`config.mk`:
```
export PLATFORM = sky130hd
export DESIGN_NAME = ex_mem
export DESIGN_NICKNAME = d
export VERILOG_FILES = /design/src/rtl/ex_mem_pkg.sv /design/src/rtl/ex_mem.sv
export SDC_FILE = /design/constraint.sdc
export NUM_CORES = 1
export LEC_CHECK = 0
export ABC_AREA = 1
export CORE_ASPECT_RATIO = 0.6
export CORE_MARGIN = 4
export CORE_UTILIZATION = 45
export DETAILED_ROUTE_END_ITERATION = 10
export PLACE_DENSITY = 0.95
export SLEW_MARGIN = 20
export SYNTH_ARGS = -nofsm -noshare
export SYNTH_HDL_FRONTEND = slang
export SYNTH_SLANG_ARGS = --single-unit
```
`constraint.sdc`:
```
create_clock -name clk -period 1.54 [get_ports clk]
set_input_delay 0.231 -clock clk [delete_from_list [all_inputs] [get_ports clk]]
set_output_delay 0.231 -clock clk [all_outputs]
set_load 0.02 [all_outputs]
```
`src/rtl/ex_mem_pkg.sv`:
```
`default_nettype none
// +------------------------------------------------------------------------+
// | Module      : ex_mem_pkg                                               |
// | Description : Shared core constants used by the execute/memory         |
// |               pipeline register. Holds the stall-vector bit indices,   |
// |               the bubble constants and the registered payload record   |
// |               presented to the memory stage.                           |
// | Revision    : 1.0  initial release                                     |
// +------------------------------------------------------------------------+
package ex_mem_pkg;

  // Stall vector bit positions, one per pipeline stage.
  localparam int STALL_PC  = 0;
  localparam int STALL_IF  = 1;
  localparam int STALL_ID  = 2;
  localparam int STALL_EX  = 3;
  localparam int STALL_MEM = 4;
  localparam int STALL_WB  = 5;

  // Bubble constants.
  localparam logic [31:0] ZERO_WORD    = 32'h0;
  localparam logic [4:0]  NOP_REG_ADDR = 5'h0;

  // Fixed datapath widths.
  localparam int DATA_W      = 32;
  localparam int REG_ADDR_W  = 5;
  localparam int HILO_TEMP_W = 64;
  localparam int CNT_W       = 2;

  // Everything the memory stage receives from this register.
  typedef struct packed {
    logic                  valid;
    logic                  wreg;
    logic [REG_ADDR_W-1:0] waddr;
    logic [DATA_W-1:0]     wdata;
    logic                  we_hilo;
    logic [DATA_W-1:0]     wdata_hi;
    logic [DATA_W-1:0]     wdata_lo;
  } mem_payload_t;

  // A bubble writes nothing and carries all-zero data.
  localparam mem_payload_t PAYLOAD_BUBBLE = '{
    valid:    1'b0,
    wreg:     1'b0,
    waddr:    NOP_REG_ADDR,
    wdata:    ZERO_WORD,
    we_hilo:  1'b0,
    wdata_hi: ZERO_WORD,
    wdata_lo: ZERO_WORD
  };

endpackage : ex_mem_pkg
`default_nettype wire

```
`src/rtl/ex_mem.sv`:
```
`default_nettype none
// +------------------------------------------------------------------------+
// | Module      : ex_mem                                                   |
// | Description : Execute -> memory pipeline register. Captures the GPR    |
// |               and HI/LO write results of execute, inserts bubbles,     |
// |               holds or flushes under control of the stall/flush unit,  |
// |               and returns the madd/msub accumulate temporaries to      |
// |               execute while execute is stalled on a multi-cycle op.    |
// | Ports       : clk, rst_ (async, active-low), stall[5:0], flush         |
// |               ex_o_*  : execute-stage results (inputs)                 |
// |               mem_i_* : registered payload to the memory stage         |
// |               ex_i_hilo_temp / ex_i_cnt : accumulate state to execute  |
// | Revision    : 1.0  initial release                                     |
// +------------------------------------------------------------------------+
module ex_mem
  import ex_mem_pkg::*;
(
  input  logic                   clk,
  input  logic                   rst_,
  input  logic [5:0]             stall,
  input  logic                   flush,
  input  logic                   ex_o_wreg,
  input  logic [REG_ADDR_W-1:0]  ex_o_waddr,
  input  logic [DATA_W-1:0]      ex_o_wdata,
  input  logic                   ex_o_we_hilo,
  input  logic [DATA_W-1:0]      ex_o_wdata_hi,
  input  logic [DATA_W-1:0]      ex_o_wdata_lo,
  input  logic [HILO_TEMP_W-1:0] ex_o_hilo_temp,
  input  logic [CNT_W-1:0]       ex_o_cnt,
  output logic                   mem_i_valid,
  output logic                   mem_i_wreg,
  output logic [REG_ADDR_W-1:0]  mem_i_waddr,
  output logic [DATA_W-1:0]      mem_i_wdata,
  output logic                   mem_i_we_hilo,
  output logic [DATA_W-1:0]      mem_i_wdata_hi,
  output logic [DATA_W-1:0]      mem_i_wdata_lo,
  output logic [HILO_TEMP_W-1:0] ex_i_hilo_temp,
  output logic [CNT_W-1:0]       ex_i_cnt
);

  mem_payload_t           r_payload;
  logic [HILO_TEMP_W-1:0] r_hilo_temp;
  logic [CNT_W-1:0]       r_cnt;
  mem_payload_t           w_capture;

  // Only the execute and memory stall bits matter to this register.
  logic w_unused_stall;
  assign w_unused_stall = ^{stall[STALL_PC], stall[STALL_IF],
                            stall[STALL_ID], stall[STALL_WB]};

  always_comb begin
    w_capture          = PAYLOAD_BUBBLE;
    w_capture.valid    = 1'b1;
    w_capture.wreg     = ex_o_wreg;
    w_capture.waddr    = ex_o_waddr;
    w_capture.wdata    = ex_o_wdata;
    w_capture.we_hilo  = ex_o_we_hilo;
    w_capture.wdata_hi = ex_o_wdata_hi;
    w_capture.wdata_lo = ex_o_wdata_lo;
  end

  // Priority: flush, execute-stalled/mem-free (bubble + keep accumulating),
  // both stalled (hold), otherwise normal capture. The illegal combination
  // of execute running with mem stalled falls through to normal capture.
  always_ff @(posedge clk or negedge rst_) begin
    if (!rst_) begin
      r_payload   <= PAYLOAD_BUBBLE;
      r_hilo_temp <= '0;
      r_cnt       <= '0;
    end else if (flush) begin
      r_payload   <= PAYLOAD_BUBBLE;
      r_hilo_temp <= '0;
      r_cnt       <= '0;
    end else if (stall[STALL_EX] && !stall[STALL_MEM]) begin
      r_payload   <= PAYLOAD_BUBBLE;
      r_hilo_temp <= ex_o_hilo_temp;
      r_cnt       <= ex_o_cnt;
    end else if (!stall[STALL_EX]) begin
      r_payload   <= w_capture;
      r_hilo_temp <= '0;
      r_cnt       <= '0;
    end
  end

  assign mem_i_valid    = r_payload.valid;
  assign mem_i_wreg     = r_payload.wreg;
  assign mem_i_waddr    = r_payload.waddr;
  assign mem_i_wdata    = r_payload.wdata;
  assign mem_i_we_hilo  = r_payload.we_hilo;
  assign mem_i_wdata_hi = r_payload.wdata_hi;
  assign mem_i_wdata_lo = r_payload.wdata_lo;
  assign ex_i_hilo_temp = r_hilo_temp;
  assign ex_i_cnt       = r_cnt;

endmodule : ex_mem
`default_nettype wire

```
==> reports/metrics.yaml, run 1 <==
run_status:
  status: "finished clean"
power:
  leakagePower_nw: 6.14
  p_per_area_nw_per_um2: 954
  clkPwrFrac_pct: 40.4
  power.switching_mw: 2.97
  p_seq_share_pct: 43.7
  intPower_mw: 7.89
  power_frac_comb_pct: 15.9
  swShare_pct: 27.3
  ir_drop_mv: 0.749
timing:
  period_share_pct: 89.7
  slew_headroom_pct: 52.0
  worst_pin_slew_ps: 721
  setup_violations: 0
  rsz0062_at_grt: "no"
  fmax_ghz: 0.724
  slew_violations: 0
  hold_viol_final: 0
  layout_min_cycle_time_ps: 1380
  fin_skew_ps: 0
logic_synthesis:
  ys_types: 13
  ys_top_cells_by_area: "dfrtp_1, nand4_1, nand2_1, nand3_1, buf_2"
  yosys_warnings: 0
  seq_area_frac_synth_pct: 57.2
  syn_area_sq_um: 7430
  synth_top_area_share_pct: 57.2
  syn-instance-count: 782
  synth_seq_cells: 170
  synth.avg_cell_area_sq_um: 9.51
  synth_top_area_cell: "dfrtp_1"
  syn_nets: 960
worst_setup_path:
  critPathBufInv: 1
  max_stage_delay_ps: 400
  setup.worst_path.start: "ex_i_hilo_temp[43]"
  critPathKind: "flop to primary output"
  r2r_slack_ps: 820
  cp_slowest_cell: "dfrtp_1"
  crit_path_start_kind: "flop"
  r2r-start: "mem_i_wdata[13]"
  path_delay_family: "flip-flops"
  cp-end-kind: "primary output"
  worstRegToRegCells: 2
  crit_chain: "dlygate4sd2_1"
  arrival_ps: 1150
  required_ps: 1310
  cp_max_fo: 2
  rr_endpoint: "mem_i_wdata[13]"
global_route:
  grt_max_degree: 170
  busiest_layer: "met2"
  track_usage_pct: 26.1
  overflow: 0
  grt_pass1_vias: 7382
  grt_util_met2_pct: 44.4
  antenna_found_initial: 2
  use_met3_pct: 8.25
  grt_pass1_wl_mm: 39.6
  use_met1_pct: 32.5
drt:
  dr.pass1.iters: 5
  drt_wl_total_mm: 25.3
  ant_nets: 0
  vias_per_cell: 5.79
  drc_errors: 0
  wl_per_cell_microns: 19.6
  drtIter0Drc: 620
  via_count: 7488
layout:
  syn2layout_area_growth_pct: 53.1
  drive_gt1_share_pct: 5.90
  layout.nets: 1250
  mostFrequentLayoutCells: "nand4_1, nand2_1, dfrtp_1, clkdlybuf4s50_1, dlygate4sd2_1"
  n_fill_cell: 1225
  layout_commonest_cell: "nand4_1"
  design_area_sq_um: 11400
  final-instance-count-excl-fill: 1294
  post-route-util_pct: 70.2
cts:
  clock_path_buffers: 2
  htreeDepth: 4
  clock-sinks: 170
  cts_tree: "yes"
  clk_latency_ps: 400
  clkTransAtPathRegs_ps: 70
  cts-root-buf: "clkbuf_16"
  numCtsBuffers: 17
floorplanning:
  die_h_microns: 108
  start_util_pct: 45.8
  io_pins: 348
  core_area_sq_um: 16200
  num_rows: 36
  die_w_microns: 174
  dieArea_sq_um: 18700
placed_design:
  port-buffer-count: 343
  dpl.cell_count: 1261
  gp_congestion: 0.810
  dpl_cell_area_sq_um: 11000
  hpwl_mm: 17.3
min_path:
  hold_class: "input port to async pin"
job:
  cap_viol_max_count: 0
## how the worst max path moves through the flow
stage,depth (start not counted),to
final,1,ex_i_hilo_temp[43]
after detailed placement,5,ex_i_hilo_temp[56]
after global placement,5,ex_i_hilo_temp[62]
after global routing,1,mem_i_wdata_lo[12]
after CTS,1,ex_i_hilo_temp[43]
after floorplan,6,ex_i_hilo_temp[23]
## timing repair
item | CTS | global route
endpoints found under the setup margin | 170 | 0
hold endpoints to repair | 170 | 0
hold buffers | 1 | 0
setup buffers | 0 | 0
gates resized for setup | 170 | 0
## registers in the layout, summed over array words and instances (netlist names)
signal          flops
mem_i_valid         1
mem_i_we_hilo       1
mem_i_wdata        32
mem_i_wreg          1
mem_i_waddr         5
mem_i_wdata_lo     32
ex_i_hilo_temp     64
mem_i_wdata_hi     32
ex_i_cnt            2
## cell type report
type / instances / area [sq um] / area share (%)
inverter: 3 / 20.0 / 0.176
antenna: 1 / 2.50 / 0.0220
clock inverter: 13 / 159 / 1.40
multi-input combinational: 509 / 2630 / 23.1
timing repair buffer: 371 / 3610 / 31.7
clock buffer: 18 / 439 / 3.86
sequential: 170 / 4250 / 37.4
tap: 209 / 262 / 2.30
## logic make-up after synthesis
| kind of cell | Yosys count | synth area share, % |
|---|---|---|
| flip-flops | 170 | 57.2 |
| AO/OA/AOI/OAI | 1 | 0.0673 |
| buffers and inverters | 103 | 7.41 |
| AND/OR/NAND/NOR | 508 | 35.3 |
## power groups by stage
| stage | registers (mW) | logic, mW | clock network, mW |
|---|---|---|---|
| final | 4.75 | 1.73 | 4.38 |
| after global routing | 4.76 | 1.85 | 4.68 |
| after CTS | 4.74 | 1.73 | 4.47 |
| after detailed placement | 4.83 | 1.86 | 0 |
| after global placement | 4.82 | 1.82 | 0 |
| after floorplan | 5.06 | 0.530 | 0 |
## stage by stage
| step | total power [mW] | hold slack [ps] | worst slack [ps] | TNS, ps |
|---|---|---|---|---|
| 2_1_floorplan | 5.59 | -64.6 | 610 | 0 |
| 3_3_place_gp | 6.65 | 63.2 | -15.6 | -40.1 |
| 3_5_place_dp | 6.69 | 60.9 | -125 | -1360 |
| 4_1_cts | 10.9 | 176 | 141 | 0 |
| 5_1_grt | 11.3 | 188 | 113 | 0 |
| 6_report | 10.9 | 190 | 159 | 0 |
## synth_stat cells
cell	instances
a21oi_1	1
inv_2	1
nand2_1	170
buf_1	2
nand4_1	235
clkbuf_1	8
nand3_1	103
inv_1	1
dfrtp_1	170
buf_2	71
buf_6	1
buf_4	18
clkinv_1	1
## routing by layer
metal,wire (microns),up-vias
met5,11,-
met4,397,2
met3,2120,29
met2,12800,324
met1,10000,3682
li1,-,3451
Note: power is estimated with default switching activity, not from simulation.
==> run 2: changes to the inputs <==
- REMOVE_ABC_BUFFERS: not set -> 1
==> reports/metrics.yaml, run 2 (synthesis gave the netlist of run 1 again) <==
run_status:
  status: "finished clean"
layout:
  layout.nets: 1246  # -0.32%
  largest_register_ffs: 64  # unchanged
  drive_gt1_share_pct: 5.56  # -0.35 points
  n_fill_cell: 1198  # -2.2%
  register_area_sq_um: 4250  # unchanged
  mostFrequentLayoutCells: "nand4_1, nand2_1, dfrtp_1, clkdlybuf4s50_1, dlygate4sd2_1"
  syn2layout_area_growth_pct: 52.7
  layout_commonest_cell: "nand4_1"
  multiInputGateArea_sq_um: 2630  # unchanged
  design_area_sq_um: 11300  # -0.25%
  post-route-util_pct: 70.0  # -0.18 points
placed_design:
  dpl_cell_area_sq_um: 11000  # about the same
  place_ws_ps: -45.5  # +79.8 ps
  gp_congestion: 0.813  # +0.40%
  port-buffer-count: 343  # unchanged
  hpwl_mm: 18.2  # +5.1%
cts:
  clock_path_buffers: 2  # unchanged
  clkTransAtPathRegs_ps: 80  # about the same
  cts_tree: "yes"
  clock-sinks: 170  # unchanged
  numCtsBuffers: 17  # unchanged
  htreeDepth: 4  # unchanged
  clk_latency_ps: 410  # about the same
  cts-root-buf: "clkbuf_16"
worst_setup_path:
  required_ps: 1310  # about the same
  critical_path_depth: 1  # unchanged
  path_delay_family: "buffers and inverters"
  cp-end-kind: "primary output"
  cp_slowest_cell: "dlygate4sd2_1"
  crit_chain: "dlygate4sd2_1"
  arrival_ps: 1170  # +20 ps
  crit_path_start_kind: "flop"
  critPathKind: "flop to primary output"
  max_stage_delay_ps: 390  # about the same
  critPathBufInv: 1  # unchanged
  cp_max_fo: 2  # unchanged
  worstRegToRegCells: 2  # unchanged
drt:
  ant_nets: 0  # unchanged
  via_count: 7571  # +1.1%
  drt_wl_total_mm: 26.2  # +3.5%
  drc_errors: 0  # unchanged
  dr.pass1.iters: 5  # unchanged
  drtIter0Drc: 909  # +47%
  wl_per_cell_microns: 20.3  # +3.8%
  vias_per_cell: 5.87  # +1.4%
power:
  ir_drop_mv: 0.561  # -25%
  leakagePower_nw: 6.11  # -0.43%
  p_per_area_nw_per_um2: 945  # -1.0%
floorplanning:
  dieArea_sq_um: 18700  # unchanged
  io_pins: 348  # unchanged
  num_rows: 36  # unchanged
  core_area_sq_um: 16200  # unchanged
  die_h_microns: 108  # unchanged
  start_util_pct: 45.8  # unchanged
  die_w_microns: 174  # unchanged
timing:
  setup_ws_ps: 139  # -20.5 ps
  setup_violations: 0  # unchanged
  worst_pin_slew_ps: 428  # -293 ps
  period_share_pct: 91.0  # +1.3 points
  hold_viol_final: 0  # unchanged
  slew_violations: 0  # unchanged
  worst_hold_slack_ps: 203  # +12.3 ps
  layout_min_cycle_time_ps: 1400  # +20.5 ps
  slew_headroom_pct: 71.5  # +20 points
  fmax_ghz: 0.714  # -1.5%
  fin_skew_ps: 0  # unchanged
  rsz0062_at_grt: "no"
  setup_tns_ps: 0  # unchanged
global_route:
  overflow: 0  # unchanged
  antenna_found_initial: 1  # -1
  grt_pass1_vias: 7294  # -1.2%
  grt_pass1_wl_mm: 40.1  # +1.5%
  grt_max_degree: 101  # -41%
  track_usage_pct: 27.1  # +1.0 points
min_path:
  hold_depth: 3
  hold_class: "input port to flop"
job:
  cap_viol_max_count: 0  # unchanged
-- run 2: worst register-to-register path, cell delays in order, from the launching register on --
cell and delay (ps):
dfrtp_1 400, nand4_1 110, nand2_1 80
-- run 2: layout make-up --
class                   count  share of cell area, %
diodes                      1                 0.0221
clock buffers              18                   3.87
clock inverters            13                   1.22
inverters                   3                  0.176
multi-input cells         509                   23.2
flip-flops and latches    170                   37.5
well taps                 209                   2.30
repair buffers            367                   31.8
-- run 2: layer usage --
metal | vias to the layer above | share of wire [%] | track usage [%]
met2 | 412 | 49 | 44.7
met4 | 0 | 2.7 | 8.98
met1 | 3669 | 39 | 34.6
met3 | 52 | 8.8 | 7.97
met5 | - | 0 | 0
li1 | 3438 | - | -
-- run 2: power breakdown --
part | leakage, nW | internal [mW] | total, mW | switching (mW)
Combinational | 3.54 | 0.759 | 1.74 | 0.984
Clock | 0.278 | 2.31 | 4.23 | 1.92
Sequential | 2.29 | 4.65 | 4.75 | 0.0995
-- run 2: path summary, 6_finish.rpt --
kind | start | end | slack, ps
worst max-delay path | ex_i_hilo_temp[14] | ex_i_hilo_temp[14] | 140
worst min-delay path | stall[4] | mem_i_wdata_lo[23] | 200
worst max register to register | ex_i_hilo_temp[54] | ex_i_hilo_temp[54] | 840
worst min register to register | mem_i_wdata[27] | mem_i_wdata[27] | 520
max in group asynchronous | rst_ | mem_i_wdata_hi[2] | 700
min in group asynchronous | rst_ | mem_i_wdata[8] | 270
-- run 2: through the flow --
step                      power (mW)  cells
final                           10.7   1290
after global routing            11.1   1290
after CTS                       10.8   1289
after detailed placement        6.70   1257
after global placement          6.66   1257
after floorplan                 5.39    682
-- run 2: timing repair --
item / 4_1_cts / 5_1_grt
hold buffers: 1 / 0
endpoints found under the setup margin: 170 / 0
endpoints found under the hold margin: 35 / 0
buffers inserted: 0 / 0
gates resized for setup: 170 / 0
==> run 3: changes to the inputs <==
- CORE_UTILIZATION: 45 -> 46
- CTS_BUF_LIST: not set -> sky130_fd_sc_hd__clkbuf_8
- SETUP_SLACK_MARGIN: not set -> 0.02
==> reports/metrics.yaml, run 3 (synthesis gave the netlist of run 1 again) <==
drt:
  drt_wl_total_mm: 26.4  # +0.71%
  wl_per_cell_microns: 20.4  # +0.40%
  drc_errors: 0  # unchanged
  drtIter0Drc: 865  # -4.8%
  vias_per_cell: 5.89  # +0.34%
  dr.pass1.iters: 5  # unchanged
  via_count: 7620  # +0.65%
  ant_nets: 0  # unchanged
cts:
  clk_latency_ps: 430  # +20 ps
  numCtsBuffers: 17  # unchanged
  cts-root-buf: "clkbuf_8"
  clock-sinks: 170  # unchanged
  clock_path_buffers: 2  # unchanged
  cts_tree: "yes"
  postCtsSetupBuffers: 0  # unchanged
  clkTransAtPathRegs_ps: 90  # about the same
  htreeDepth: 4  # unchanged
global_route:
  grt_pass1_wl_mm: 39.6  # -1.3%
  track_usage_pct: 27.5  # +0.43 points
  overflow: 0  # unchanged
  grt_max_degree: 75  # -26%
  antenna_found_initial: 2  # +1
  grt_pass1_vias: 7237  # -0.78%
power:
  p_per_area_nw_per_um2: 872  # -7.7%
  ir_drop_mv: 0.506  # -9.9%
  leakagePower_nw: 6.07  # -0.67%
  power_mw: 9.78  # -8.8%
worst_setup_path:
  crit_chain: "dlygate4sd2_1"
  critPathKind: "flop to primary output"
  arrival_ps: 1190  # +20 ps
  required_ps: 1310  # about the same
  cp_max_fo: 2  # unchanged
  critPathBufInv: 1  # unchanged
  cp-end-kind: "primary output"
  crit_path_start_kind: "flop"
  cp_slowest_cell: "dfrtp_1"
  max_stage_delay_ps: 410  # +20 ps
  path_delay_family: "flip-flops"
floorplanning:
  core_area_sq_um: 15600  # -3.9%
  die_w_microns: 172  # -1.0%
  dieArea_sq_um: 18300  # -2.0%
  io_pins: 348  # unchanged
  die_h_microns: 106  # -1.0%
  start_util_pct: 47.7  # +1.8 points
  num_rows: 35  # -2.8%
timing:
  slew_headroom_pct: 76.7  # +5.2 points
  worst_pin_slew_ps: 350  # -77.9 ps
  setup_violations: 0  # unchanged
  rsz0062_at_grt: "no"
  fmax_ghz: 0.704  # -1.4%
  layout_min_cycle_time_ps: 1420  # +20.0 ps
  fin_skew_ps: 0  # unchanged
  slew_violations: 0  # unchanged
  period_share_pct: 92.3  # +1.3 points
  hold_viol_final: 0  # unchanged
job:
  cap_viol_max_count: 0  # unchanged
layout:
  design_area_sq_um: 11200  # -1.2%
  layout.nets: 1255  # +0.72%
  drive_gt1_share_pct: 6.34  # +0.78 points
  mostFrequentLayoutCells: "nand4_1, nand2_1, dfrtp_1, clkdlybuf4s50_1, dlygate4sd2_1"
  syn2layout_area_growth_pct: 50.9
  n_fill_cell: 1152  # -3.8%
  layout_commonest_cell: "nand4_1"
  largest_register_ffs: 64  # unchanged
run_status:
  status: "finished clean"
min_path:
  hold_class: "input port to flop"
placed_design:
  dpl_cell_area_sq_um: 11000  # +0.35%
  gp_congestion: 0.851  # +4.7%
  port-buffer-count: 343  # unchanged
  hpwl_mm: 18.5  # +1.9%
==> run 3: cell count changes in the layout (fill, tap and decap cells not counted), sizes merged <==
cell and change:
buf +9, bufinv +1, clkinv -3, diode +1
inv +2
==> run 3: worst paths after layout <==
path	from	end	slack, ps	cells past startpoint
worst max-delay path	mem_i_wdata_lo[31]	mem_i_wdata_lo[31]	120	1
worst min-delay path	stall[4]	mem_i_wdata[25]	150	3
worst max register to register	mem_i_wdata[21]	mem_i_wdata[21]	820	2
worst min register to register	mem_i_wdata_lo[0]	mem_i_wdata_lo[0]	530	2
max in group asynchronous	rst_	ex_i_hilo_temp[32]	650	3
min in group asynchronous	rst_	mem_i_wdata_lo[7]	270	2
==> run 3: metal layers <==
layer	part of all wire [%]	wire (microns)	global-route usage [%]	vias up
li1	-	-	-	3460
met1	37	9810	32.9	3720
met2	50	13300	47.7	386
met3	10	2660	9.29	50
met4	2.2	572	6.95	4
met5	0.10	27	0	-
==> run 3: cell type report <==
| type | count | area, sq um | share of cell area [%] |
|---|---|---|---|
| diodes | 2 | 5.00 | 0.0446 |
| inverters | 3 | 20.0 | 0.178 |
| well taps | 203 | 254 | 2.26 |
| clock buffers | 18 | 248 | 2.21 |
| repair buffers | 376 | 3650 | 32.5 |
| multi-input cells | 509 | 2630 | 23.4 |
| flip-flops and latches | 170 | 4250 | 37.9 |
| clock inverters | 13 | 158 | 1.41 |
==> run 3: per-stage QoR <==
stage / std cells / worst slack [ps] / TNS [ps] / hold WS [ps] / util [%]
floorplan: 682 / -4370 / -737740 / -64.6 / -
global placement: 1260 / 56.1 / 0 / 132 / 70.6
detailed placement: 1260 / -20.7 / -29.5 / 137 / 70.6
CTS: 1292 / 82.5 / 0 / 120 / 71.9
global route: 1292 / 56.8 / 0 / 141 / 71.9
finish: 1294 / 119 / 0 / 154 / 72.0
==> run 3: worst min-delay path: cells and delay by family <==
kind | cells | cell delay, ps
buf+inv | 1 | 150
simple gates | 2 | 150
==> run 3: timing repair <==
action,4_1_cts,5_1_grt
setup endpoints to repair,170,0
hold buffers,1,0
resized for setup,170,0
endpoints found under the hold margin,27,0
==> run 3: power by group <==
part	internal (mW)	switching [mW]	leakage (nW)
sequential	4.64	0.102	2.29
combinational	0.767	0.985	3.57
clock	1.53	1.75	0.202
total	6.94	2.83	6.07
==> RTL edit 1: new RTL, settings of run 2 <==
Reset style: synchronous (`rst_`), changed in one clocked block. Comments in the files are not updated.
--- a/src/rtl/ex_mem.sv
+++ b/src/rtl/ex_mem.sv
@@ -64,3 +64,3 @@
   // of execute running with mem stalled falls through to normal capture.
-  always_ff @(posedge clk or negedge rst_) begin
+  always_ff @(posedge clk) begin
     if (!rst_) begin
Check against the original RTL: differs if rst_ is asserted again (counterexample within 4 cycles, from zero or initial values and one cycle with rst_ low); with rst_ held inactive, the same outputs for 4 cycles.
==> RTL edit 1 against run 2 <==
  * Sequential cell count did not move
  * Combinational power fell by 24%
  * Final cell count rose by 6.4%
  * Final area fell by 7.3%
  * Routed wire length fell by 18%
  * Fmax rose by 3.2%
  * Largest power group unchanged
  * Total power fell by 6.5%
  * Register-to-register slack got worse by 0.04 ns
  * Worst hold slack got worse by 0.014 ns
  * Area after synthesis fell by 12%
  * Global-route usage fell by 2.3 points
  * Non-clock buffer count fell by 7
  * Setup slack improved by 0.043 ns
==> RTL edit 1: results (changes against run 2) <==
Fin Hold WS=0.189 ns (-0.0141 ns); inverters=4 (+1); wire length on met1=7830 um (-23%); Hold Path End=ex_i_hilo_temp[29]; total placed instance area=0.0102 mm^2 (-7.5%); Avg WL per Cell=15.6 um (-23%); multi-input logic area=0.00282 mm^2 (+7.3%); RD Place Congestion=0.810 (-0.44%); Post-Place Worst Slack=0.0753 ns (+0.121 ns); R2R Path End=mem_i_wdata_hi[27]; antenna cells=0 (-1); minimum setup slack among reg-to-reg paths=0.80 ns (-0.04 ns); die area=0.0166 mm^2 (-11%); first-pass GRT wire length=33300 um (-17%); vias in the first global route=6631 (-9.1%); outcome=completed; clk tree area frac=5.54% (+0.45 points); CTS Hold Bufs=0 (-1); Post-synth ARST share=0% (-100 points); DP HPWL=16000 um (-12%); M2 GR Usage=45.5% (+0.78 points); #MultiIn Comb=615 (+21%); count of non-CTS buffers in the layout=360 (-1.9%); gr usage total=24.7% (-2.3 points); initial antenna violation count=0 (-1); maximum vdd drop=0.000727 V (+30%); share of cells above drive strength 1=4.66% (-0.90 points); CP arrival=1.13 ns (-0.04 ns); Min-Delay Startpoint=stall[3]; # fillers=1116 (-6.8%); fin area=0.0105 mm^2 (-7.3%); DR WL met2=11100 um (-15%); worst r2r src=mem_i_wdata_hi[27]; Synth area leaders=dfxtp_1, nand2_1, nand3_1; sequential share of the synthesized area=51.9% (-5.3 points); ys flop type=dfxtp_1; Leakage=4.60 nW (-25%); Seq pwr share=45.4% (+1.1 points); Post-Syn Instances=858 (+9.7%)
RTL edit 1: cell count changes after synthesis, sizes merged, moves of 2 or more:
cell,run 2,this run
dfxtp,0,170
inv,2,4
nand4,235,0
nand3,103,132
nor2,0,106
nand2,170,208
and2,0,103
clkbuf,8,14
a21oi,1,66
buf,92,55
dfrtp,170,0
RTL edit 1: repair_timing:
item                                    CTS  global route
resized for setup                       170             0
buffers inserted                          0             0
endpoints found under the setup margin  170             0
RTL edit 1: worst max-delay path by stage:
stage                       startpoint                 end  depth (start not counted)  slack, ns
finish              mem_i_wdata_hi[13]  mem_i_wdata_hi[13]                          1       0.18
global route            mem_i_waddr[2]      mem_i_waddr[2]                          1       0.14
CTS                    mem_i_wdata[14]     mem_i_wdata[14]                          1       0.17
detailed placement                rst_     mem_i_wdata[29]                          7       0.08
global placement                  rst_     mem_i_wdata[15]                          7       0.11
floorplan                     stall[4]      mem_i_waddr[0]                          4      -1.22
==> RTL edit 2: new RTL, flow settings as in run 2 <==
Made on the original files. `NOP_REG_ADDR`: 5'h0 -> 5'h1.
--- a/src/rtl/ex_mem_pkg.sv
+++ b/src/rtl/ex_mem_pkg.sv
@@ -21,3 +21,3 @@
   localparam logic [31:0] ZERO_WORD    = 32'h0;
-  localparam logic [4:0]  NOP_REG_ADDR = 5'h0;
+  localparam logic [4:0]  NOP_REG_ADDR = 5'h1;
 
Function: changed (Yosys sat finds a counterexample within 4 cycles, from zero or initial values and one cycle with rst_ low).
==> RTL edit 2 against run 2 <==
  * First-iteration DRC count fell by 12%
  * Setup slack got worse by 0.10 ns
  * Area after synthesis fell by 2.3%
  * Total power fell by 1.2%
  * Register-to-register slack got worse by 0.03 ns
  * Clock skew did not move
  * Sequential cell count did not move
  * Routed wire length fell by 1.2%
  * Combinational power fell by 3%
  * Final area fell by 1.4%
==> RTL edit 2: results (changes against run 2) <==
CP arrival=1.27 ns (+0.10 ns); crit-path max cell delay=0.53 ns (+0.14 ns); wire length on met1=9720 um (-4.9%); Seq pwr share=44.9% (+0.6 points); mean number of vias per cell=5.74 (-2.2%); Pint=0.00758 W (-1.8%); outcome=completed; DP HPWL=18300 um (+0.91%); register area=0.00426 mm^2 (about the same); Largest delay share family, worst path=flip-flops; Leakage=6.13 nW (+0.29%); Hold Path End=ex_i_hilo_temp[55]; uppermost layer routed=met5; maximum vdd drop=0.000687 V (+22%); fmax=0.665 GHz (-6.8%); Post-Syn Instances=773 (-1.2%); crit path from=mem_i_waddr[0]; worst r2r src=ex_i_hilo_temp[14]; Met3 Routed Length=2470 um (+7.2%); clk tree area frac=5.04% (-0.050 points); post-synth cell types=12 (-1); antenna cells=0 (-1); R2R Path End=ex_i_hilo_temp[14]; count of non-CTS buffers in the layout=372 (+1.4%); vias in the first global route=7347 (+0.73%); minimum setup slack among reg-to-reg paths=0.81 ns (-0.03 ns); multi-input logic area=0.00251 mm^2 (-4.3%); gr usage total=27.1% (+0.051 points); DR WL met2=13100 um (+0.87%); Post-CTS Resized=171 (+0.59%); RD Place Congestion=0.881 (+8.3%); Slowest-stage cell, CP=dfstp_2; Signal buf overhead=32.0% (+0.28 points); #MultiIn Comb=511 (+0.39%)
## RTL edit 2: changes by cell type after synthesis
| cell | change |
|---|---|
| nand2_1 | +104 |
| nand3_1 | -103 |
| buf_2 | -18 |
| buf_1 | +4 |
| buf_4 | +4 |
| buf_6 | -1 |
| clkinv_1 | -1 |
| dfrtp_1 | -1 |
| dfstp_2 | +1 |
| inv_2 | +1 |
| nor2_2 | +1 |
## RTL edit 2: stage by stage
stage / utilization, % / hold WS (ns) / setup TNS [ns] / power (W)
after floorplan: - / -0.0646 / -137.05 / 0.00534
after global placement: 69.4 / 0.109 / -0.0971 / 0.00660
after detailed placement: 69.4 / 0.106 / -2.26 / 0.00665
after CTS: 71.8 / 0.100 / 0 / 0.0107
after global routing: 71.8 / 0.102 / 0 / 0.0110
final: 71.8 / 0.116 / 0 / 0.0106
## RTL edit 2: routing by layer
metal / up-vias / track usage (%)
met5: - / 0
met4: 2 / 7.07
met3: 50 / 9.29
met2: 377 / 47.4
met1: 3636 / 32.1
li1: 3348 / -
